===== config.mk =====
export PLATFORM = sky130hd
export DESIGN_NAME = regfile_write_scheduler
export DESIGN_NICKNAME = d
export VERILOG_FILES = /design/src/rtl/regfile_write_scheduler_pkg.sv /design/src/rtl/regfile_write_scheduler_rr_arbiter.sv /design/src/rtl/regfile_write_scheduler.sv
export SDC_FILE = /design/constraint.sdc
export NUM_CORES = 1
export LEC_CHECK = 0
export ABC_AREA = 1
export ABC_CLOCK_PERIOD_IN_PS = 6000
export BUFFER_PORTS_ARGS = -buffer_cell sky130_fd_sc_hd__buf_2
export CAP_MARGIN = 0
export CORE_UTILIZATION = 40
export DETAILED_ROUTE_END_ITERATION = 12
export PLACE_DENSITY = 0.72
export SLEW_MARGIN = 20
export SYNTH_ARGS = -nofsm -noshare
export SYNTH_HDL_FRONTEND = slang
export SYNTH_HIERARCHICAL = 1
export SYNTH_SLANG_ARGS = --single-unit

===== constraint.sdc =====
create_clock -name clock -period 6 [get_ports clock]
set_input_delay 1.5 -clock clock [delete_from_list [all_inputs] [get_ports clock]]
set_output_delay 1.5 -clock clock [all_outputs]
set_load 0.02 [all_outputs]

===== src/rtl/regfile_write_scheduler_pkg.sv =====
// Shared types for the register file write scheduler: address type, FSM states
// and the last architectural register for each base ISA.
package JZJCoreFTypes;

    typedef logic [4:0] RegAddress_t;

    typedef enum logic {
        CLEAR = 1'b0,
        ARB   = 1'b1
    } SchedState_t;

    localparam RegAddress_t REG_ZERO = 5'd0;

    function automatic RegAddress_t lastRegister(input bit rv32i);
        return rv32i ? 5'd31 : 5'd15;
    endfunction

endpackage


===== src/rtl/regfile_write_scheduler_rr_arbiter.sv =====
// Round-robin arbiter: picks the first requester after `last`, wrapping at N.
// Purely combinational; the caller owns and updates the last-grant index.
module rr_arbiter #(
    parameter int N = 3
) (
    input  logic [N-1:0]         request,
    input  logic [$clog2(N)-1:0] last,
    output logic [N-1:0]         grant,
    output logic [$clog2(N)-1:0] grant_index
);

    localparam int IW = $clog2(N);

    logic [IW:0] slot;

    // Scan from the farthest slot back to the nearest so the nearest valid wins.
    always_comb begin
        grant       = '0;
        grant_index = '0;
        slot        = '0;
        for (int off = N; off >= 1; off--) begin
            slot = {1'b0, last} + (IW + 1)'(off);
            if (slot >= (IW + 1)'(N)) begin
                slot = slot - (IW + 1)'(N);
            end
            if (request[slot[IW-1:0]]) begin
                grant                 = '0;
                grant[slot[IW-1:0]]   = 1'b1;
                grant_index           = slot[IW-1:0];
            end
        end
    end

endmodule


===== src/rtl/regfile_write_scheduler.sv =====
// Register file write-port owner: zero-clears x1..xLast, then round-robins NUM_REQ writers.
// Latency: one cycle grant-to-write. Backpressure: req_ready low during clear or clear_start.
// Optional REGFILE_SCHED_PERF_EN adds the saturating conflict_count output.
module regfile_write_scheduler
    import JZJCoreFTypes::*;
#(
    parameter bit RV32I   = 1'b1,
    parameter int NUM_REQ = 3
) (
    input  logic                   clock,
    input  logic                   reset,
    input  logic [NUM_REQ-1:0]     req_valid,
    input  logic [5*NUM_REQ-1:0]   req_address,
    input  logic [32*NUM_REQ-1:0]  req_data,
    output logic [NUM_REQ-1:0]     req_ready,
    input  logic                   clear_start,
    output logic                   clear_busy,
    output logic                   illegal_address,
    output logic [31:0]            rd,
    output logic [4:0]             rdAddress,
    output logic                   rdWriteEnable
`ifdef REGFILE_SCHED_PERF_EN
    ,
    output logic [31:0]            conflict_count
`endif
);

    localparam int          IW       = $clog2(NUM_REQ);
    localparam RegAddress_t LAST_REG = lastRegister(RV32I);

    SchedState_t state, state_next;
    RegAddress_t counter;
    logic [IW-1:0] rr_last;

    logic [NUM_REQ-1:0] arb_grant;
    logic [IW-1:0]      grant_index;
    logic               grant_vld;
    logic               clear_restart;

    RegAddress_t addr_arr [NUM_REQ];
    logic [31:0] data_arr [NUM_REQ];
    RegAddress_t sel_addr;
    logic [31:0] sel_data;
    logic        sel_illegal;

    for (genvar i = 0; i < NUM_REQ; i++) begin : g_unpack
        assign addr_arr[i] = req_address[5*i +: 5];
        assign data_arr[i] = req_data[32*i +: 32];
    end

    rr_arbiter #(
        .N (NUM_REQ)
    ) u_arb (
        .request     (req_valid),
        .last        (rr_last),
        .grant       (arb_grant),
        .grant_index (grant_index)
    );

    assign sel_addr    = addr_arr[grant_index];
    assign sel_data    = data_arr[grant_index];
    // On RV32E the upper half of the address space does not exist.
    assign sel_illegal = (RV32I == 1'b0) && sel_addr[4];
    assign clear_busy  = (state == CLEAR);

    always_ff @(posedge clock or negedge reset) begin
        if (!reset) begin
            state <= CLEAR;
        end else begin
            state <= state_next;
        end
    end

    always_comb begin
        state_next    = state;
        req_ready     = '0;
        grant_vld     = 1'b0;
        clear_restart = 1'b0;
        unique case (state)
            CLEAR: begin
                if (counter == LAST_REG) begin
                    state_next = ARB;
                end
            end
            ARB: begin
                if (clear_start) begin
                    state_next    = CLEAR;
                    clear_restart = 1'b1;
                end else begin
                    req_ready = arb_grant;
                    grant_vld = |req_valid;
                end
            end
            default: state_next = CLEAR;
        endcase
    end

    always_ff @(posedge clock or negedge reset) begin
        if (!reset) begin
            counter         <= 5'd1;
            rr_last         <= IW'(NUM_REQ - 1);
            rd              <= '0;
            rdAddress       <= REG_ZERO;
            rdWriteEnable   <= 1'b0;
            illegal_address <= 1'b0;
        end else begin
            rdWriteEnable   <= 1'b0;
            illegal_address <= 1'b0;
            if (state == CLEAR) begin
                rd            <= '0;
                rdAddress     <= counter;
                rdWriteEnable <= 1'b1;
                counter       <= counter + 5'd1;
            end else if (clear_restart) begin
                counter <= 5'd1;
            end else if (grant_vld) begin
                // x0 and out-of-range writes are consumed but never reach the file.
                rr_last         <= grant_index;
                rd              <= sel_data;
                rdAddress       <= sel_addr;
                rdWriteEnable   <= (sel_addr != REG_ZERO) && !sel_illegal;
                illegal_address <= sel_illegal;
            end
        end
    end

`ifdef REGFILE_SCHED_PERF_EN
    logic [31:0] conflict_cnt;
    logic        multi_valid;

    assign multi_valid    = (req_valid & (req_valid - NUM_REQ'(1))) != '0;
    assign conflict_count = conflict_cnt;

    always_ff @(posedge clock or negedge reset) begin
        if (!reset) begin
            conflict_cnt <= '0;
        end else if (clear_restart) begin
            conflict_cnt <= '0;
        end else if ((state == ARB) && multi_valid && (conflict_cnt != 32'hFFFF_FFFF)) begin
            conflict_cnt <= conflict_cnt + 32'd1;
        end
    end
`endif

endmodule


Word level (Yosys, flattened, before mapping)
Index checks and enable logic that the tools add are counted.
{ "word_totals": {"ff_bits": 46, "inputBits": 117, "out_inout_bits": 43, "wordCells": 84} }
{ "op_classes": {"n_addsub": 7, "order_cmp": 10, "eq_ne": 4, "muxes": 47, "bitwise_logic": 3, "reduce_logical": 7} }
{ "op_table": {"columns": ["op", "count"], "rows": [
  ["2-to-1 mux 32 bit", 5],
  ["binary-select mux 32 bit (select 2 bit)", 1],
  ["2-to-1 mux 5 bit", 7],
  ["2-to-1 mux 1 bit", 15],
  ["2-to-1 mux 3 bit", 5],
  ["2-to-1 mux 2 bit", 6],
  ["binary-select mux 5 bit (select 2 bit)", 1],
  [">= comparator 3 x 2 -> 1 bit (second input constant)", 3],
  ["< comparator 2 x 3 -> 1 bit (second input constant)", 3],
  ["adder 2 x 2 -> 3 bit (second input constant)", 2],
  ["binary-select mux 1 bit (select 2 bit)", 3],
  ["demux 1 bit (select 2 bit)", 3],
  [">= comparator 2 x 1 -> 1 bit (second input constant)", 3],
  ["subtractor 2 bit (second input constant)", 3],
  ["adder 5 x 1 -> 5 bit (second input constant)", 1],
  ["== test 5 bit (second input constant)", 1],
  ["nonzero test 5 bit", 1],
  ["inequality test 2 x 1 -> 1 bit (second input constant)", 2],
  ["adder 2 x 1 -> 3 bit (second input constant)", 1],
  [">= comparator 3 bit (second input constant)", 1],
  ["logical AND 1 bit", 3],
  ["inverter 2 -> 3 bit", 1],
  ["AND reduction 3 bit", 1],
  ["OR reduction 3 bit", 1],
  ["other kinds (4)", 5]
]} }

Depth between registers and ports, before layout
{ "depth": {"word_depth": 16, "ltp_mapped": 19, "depth_no_buf": 17} }

Cells and area by module
Netlist, hierarchy kept.
{ "by_module_without_submodules": {"columns": ["module", "n_inst", "cells_each", "area_each_um2"], "rows": [
  ["regfile_write_scheduler", 1, 363, 2688.8],
  ["rr_arbiter", 1, 61, 341.6]
]} }

Worst setup path before layout
No wires, ideal clock.
{ "synth_timing": {"kind": "input port to output port", "startpoint": "in req_valid[1]", "endpoint": "out req_ready[2]", "arrival_ns": 2.288, "required_ns": 4.500, "setup_slack_ns": 2.212, "stages": 9, "cell_sequence": "nor2_2 nor2_2 nand2_2 nand2_2 inv_2 nor2_1 a21oi_1 inv_1 nor2_1"} }
{ "synth_via": {"elab_chain_len": 7, "word_cells_on_any_way": 11, "classes_between": "mux: 11"} }
{ "synth_lines": {"columns": ["item", "line", "source"], "rows": [
  ["start: declaration", "regfile_write_scheduler.sv:12", "input logic [NUM_REQ-1:0] req_valid,"],
  ["binary-select mux 1 bit (select 2 bit)", "regfile_write_scheduler_rr_arbiter.sv:26", "if (request[slot[IW-1:0]]) begin"],
  ["2-to-1 mux 1 bit (implied by the code)", "regfile_write_scheduler_rr_arbiter.sv:26", null],
  ["2-to-1 mux 3 bit (2 in a row)", "regfile_write_scheduler_rr_arbiter.sv:26", null],
  ["2-to-1 mux 3 bit (*)", "regfile_write_scheduler_rr_arbiter.sv:26", null],
  ["named net arb_grant[2]", "regfile_write_scheduler.sv:35", "logic [NUM_REQ-1:0] arb_grant;"],
  ["2-to-1 mux 3 bit (*)", "regfile_write_scheduler.sv:86", "if (clear_start) begin"],
  ["2-to-1 mux 3 bit (*)", "regfile_write_scheduler.sv:79", "unique case (state)"],
  ["end: declaration", "regfile_write_scheduler.sv:15", "output logic [NUM_REQ-1:0] req_ready,"]
]} }
Mark *: on every way through the listed nets, which the timed path passes. The rest lies on a longest branch. The select of a mux whose other input is x is not followed.

Worst setup path in the final report
{ "layout_timing": {"startpoint": "in req_valid[2]", "endpoint": "out req_ready[0]"} }
The elaborated chain is that of the path after synthesis.

==> flow_summary.ini <==
[detailed_routing]
route.vias.total = 3255
drt_wl_total_mm = 8.70
drt_pass1_iterations = 5
routedWlPerCell_um = 12.9
route.detailed.drc = 0
drt_first_iter_violations = 118
post_drt_via_cell_ratio = 4.84
drtAntennaViolNets = 0

[logic_synthesis]
post_synthesis_cells = 424
synth.area.top_cells = sky130_fd_sc_hd__dfrtp_1 (36%), sky130_fd_sc_hd__nand2_1 (23%), sky130_fd_sc_hd__nand3_1 (5.8%), sky130_fd_sc_hd__o211ai_2 (4.1%), sky130_fd_sc_hd__inv_1 (3.6%)
netlist-cell-type-count = 29
yosys.area_share.xor_xnor_pct = 0.289
syn_area_per_cell_um2 = 7.15
synth.ff_latch_count = 46
syn_nets = 548
netlist.top_cell.by_area = sky130_fd_sc_hd__dfrtp_1
yosys.area.top_type_share_pct = 36.3
syn_area_um2 = 3030
yosys-mux-area-fraction_pct = 0
synth_fa_ha_area_share_pct = 2.89
synth_compound_area_share_pct = 12.1
synth_top_family_by_area = simple AND/OR/NAND/NOR gates
synth_sequential_area_ratio_pct = 38.1
synth_simple_gate_area_share_pct = 37.8
synth.yosys.warnings = 6

[cells_and_area]
layout.cells.most_common = sky130_fd_sc_hd__nand2_1
area_growth_pct = 30.4
multiInputGateArea_um2 = 1610
most-common-layout-cells = sky130_fd_sc_hd__nand2_1 (186), sky130_fd_sc_hd__buf_2 (157), sky130_fd_sc_hd__dfrtp_1 (44), sky130_fd_sc_hd__nand3_1 (35), sky130_fd_sc_hd__inv_1 (29)
antennaDiodeCount = 0
register_area_um2 = 1150
post_layout_nonfiller_instances = 673
number_of_nets_in_the_final_layout = 697
final_util_pct = 54.2
layout_cell_share_with_drive_strength_beyond_1_pct = 38.2
fillCellCount = 730

[timing]
finalSetupViolCount = 0
fin_crit_sh_pct = 67.0
report.final.hold_viol_count = 0
finalClockSkew_ns = 0.00479
grt_setup_unrepaired = no
min_period_ns = 4.02
maxSlewHeadroom_pct = 31.2
worstMarginPinSlew_ns = 1.03
setup_slack_after_layout_ns = 1.98
setup_total_negative_slack_ns = 0
timing.final.max_slew_violations = 0
fmax_mhz = 249

[grt]
grt.overflow.total = 0
grt_max_degree = 47
grt_pass1_wl_mm = 14.2
via_count_of_the_first_global_routing_pass = 3136
antenna_found_initial = 0
globalRouteTotalUtil_pct = 23.1

[floorplan]
fp-row-count = 31
die_y_extent_um = 89.0
die_outline_area_um2 = 7930
dieWidth_um = 89.0
coreArea_um2 = 7290
boundaryPins = 160
start_util_pct = 41.6

[min_path]
min_from = rdAddress[0]
min_path_type = register to register
whs_path_depth = 2
hold-path-endpoint = rdAddress[0]

[setup_path]
worst-endpoint-arrival_ns = 2.52
reg2regPathDepth = 15
worstPathRequired_ns = 4.50
critPathMaxStageDelay_ns = 0.18
r2r_start = rr_last[1]
worst-path-max-fanout = 5
r2r_slack_ns = 2.67
critical_path.reg2reg.endpoint = rd[3]
worstSetupPathType = input pin to primary output
critical_path.startpoint_type = input pin
setup.worst_path.end_class = primary output
slowest_stage = sky130_fd_sc_hd__nand3_1
cp_cell_sequence = buf_2 > nand3_1 > nand3_1 > nand3_1 > nand2_1 > nand2_1 > nand2_1 > inv_1 > nor2_1 > buf_2

[pwr]
power.share.switching_pct = 50.0
p_comb_share_pct = 61.9
cell_int_power_w = 0.000832
power.switching_w = 0.000831
power_frac_seq_pct = 24.9
power.clock.fraction_pct = 13.1
leakagePower_nw = 2.31
ir_drop_worst_case_vdd_v = 0.000188
power-per-cell-area_nw_per_um2 = 421
design_power_total_w = 0.00166

[clocking]
hold_buffers = 0
cts_max_level = 2
cts_root_buf = sky130_fd_sc_hd__clkbuf_8
clock_path_buffers = 2
worst_setup_hold_path_clk_slew_ns = 0.09
post_cts_resize_count = 0
post-cts-setup-buffers = 0
clkSinkCount = 46
clk-insertion-delay-late_ns = 0.29
cts_inserted_buffers = 5
tritoncts = done

[place]
placement.io_buffers = 158
post-place-cells = 665
detailedPlace.worstSlack_ns = 2.00
globalplace.congestion = 0.846
post-dp-hpwl_mm = 6.64

[job]
maxCapViolations = 0

[outcome]
run_status = completed
per-layer routing:
| metal | share of wire (%) | vias to the layer above | global-route usage (%) |
|---|---|---|---|
| met3 | 6.7 | 9 | 4.34 |
| met1 | 43 | 1492 | 28.9 |
| met2 | 50 | 123 | 41.2 |
| li1 | - | 1631 | - |
| met5 | 0 | - | 0 |
| met4 | 0.87 | 0 | 5.63 |
area by class of cell:
type,count,share of cell area (%)
multi-input cells,324,40.8
flip-flops and latches,46,29.2
repair buffers,161,20.6
inverters,35,3.45
well taps,99,3.13
clock buffers,8,2.79
worst max-delay path, delay by kind of cell:
kind	cells	cell delay [ns]
simple gates	7	0.67
buf+inv	3	0.34
power by group through the flow:
| stage | logic, W | clock network [W] | registers [W] |
|---|---|---|---|
| floorplan | 0.000761 | 0 | 0.000451 |
| CTS | 0.00103 | 0.000225 | 0.000415 |
| finish | 0.00103 | 0.000218 | 0.000415 |
| detailed placement | 0.00103 | 0 | 0.000421 |
| global placement | 0.00100 | 0 | 0.000419 |
| global route | 0.00118 | 0.000232 | 0.000426 |
registers in the layout, summed over array words and instances (netlist names):
signal,count
rd,32
rr_last,2
rdAddress,5
state,1
rdWriteEnable,1
counter,5
per-stage QoR:
stage	hold WS [ns]	instance area (um^2)
6_report	0.483	3950
5_1_grt	0.515	3950
4_1_cts	0.493	3950
3_5_place_dp	0.471	3840
3_3_place_gp	0.464	3840
2_1_floorplan	0.477	3030
cell usage after synthesis:
master / instances
sky130_fd_sc_hd__o211ai_2: 10
sky130_fd_sc_hd__xnor2_1: 1
sky130_fd_sc_hd__o21ai_0: 21
sky130_fd_sc_hd__nand2_4: 3
sky130_fd_sc_hd__nand2_1: 186
sky130_fd_sc_hd__buf_6: 3
sky130_fd_sc_hd__conb_1: 1
sky130_fd_sc_hd__clkbuf_1: 3
sky130_fd_sc_hd__nand2_2: 4
sky130_fd_sc_hd__o21ai_2: 1
sky130_fd_sc_hd__buf_8: 1
sky130_fd_sc_hd__buf_2: 9
sky130_fd_sc_hd__dfstp_2: 2
sky130_fd_sc_hd__nand3_1: 35
sky130_fd_sc_hd__nor2_2: 5
sky130_fd_sc_hd__nand3_4: 1
sky130_fd_sc_hd__a21oi_4: 2
sky130_fd_sc_hd__or2_2: 16
sky130_fd_sc_hd__a21oi_1: 6
sky130_fd_sc_hd__buf_4: 3
sky130_fd_sc_hd__inv_1: 29
sky130_fd_sc_hd__o22ai_1: 1
sky130_fd_sc_hd__ha_1: 7
sky130_fd_sc_hd__nand3b_1: 1
sky130_fd_sc_hd__nor2_1: 15
sky130_fd_sc_hd__inv_6: 1
sky130_fd_sc_hd__inv_2: 5
sky130_fd_sc_hd__dfrtp_1: 44
sky130_fd_sc_hd__o211ai_1: 8
kinds of logic after synthesis:
kind of cell               after synthesis
AOI/OAI and AO/OA                       49
other                                    1
DFF                                     46
buffers and inverters                   54
and+or+nand+nor                        266
adders and majority gates                7
xor gates and xnor gates                 1
worst max-delay path by stage:
stage | startpoint | to | slack, ns | cells after the start
after floorplan | req_valid[1] | req_ready[2] | 2.21 | 9
after CTS | req_valid[2] | req_ready[0] | 2.00 | 10
after detailed placement | req_valid[2] | req_ready[0] | 2.00 | 10
after global routing | req_valid[2] | req_ready[0] | 1.89 | 10
after global placement | req_valid[1] | req_ready[2] | 2.05 | 11
final | req_valid[2] | req_ready[0] | 1.98 | 10
Note: power is estimated with default switching activity, not from simulation.
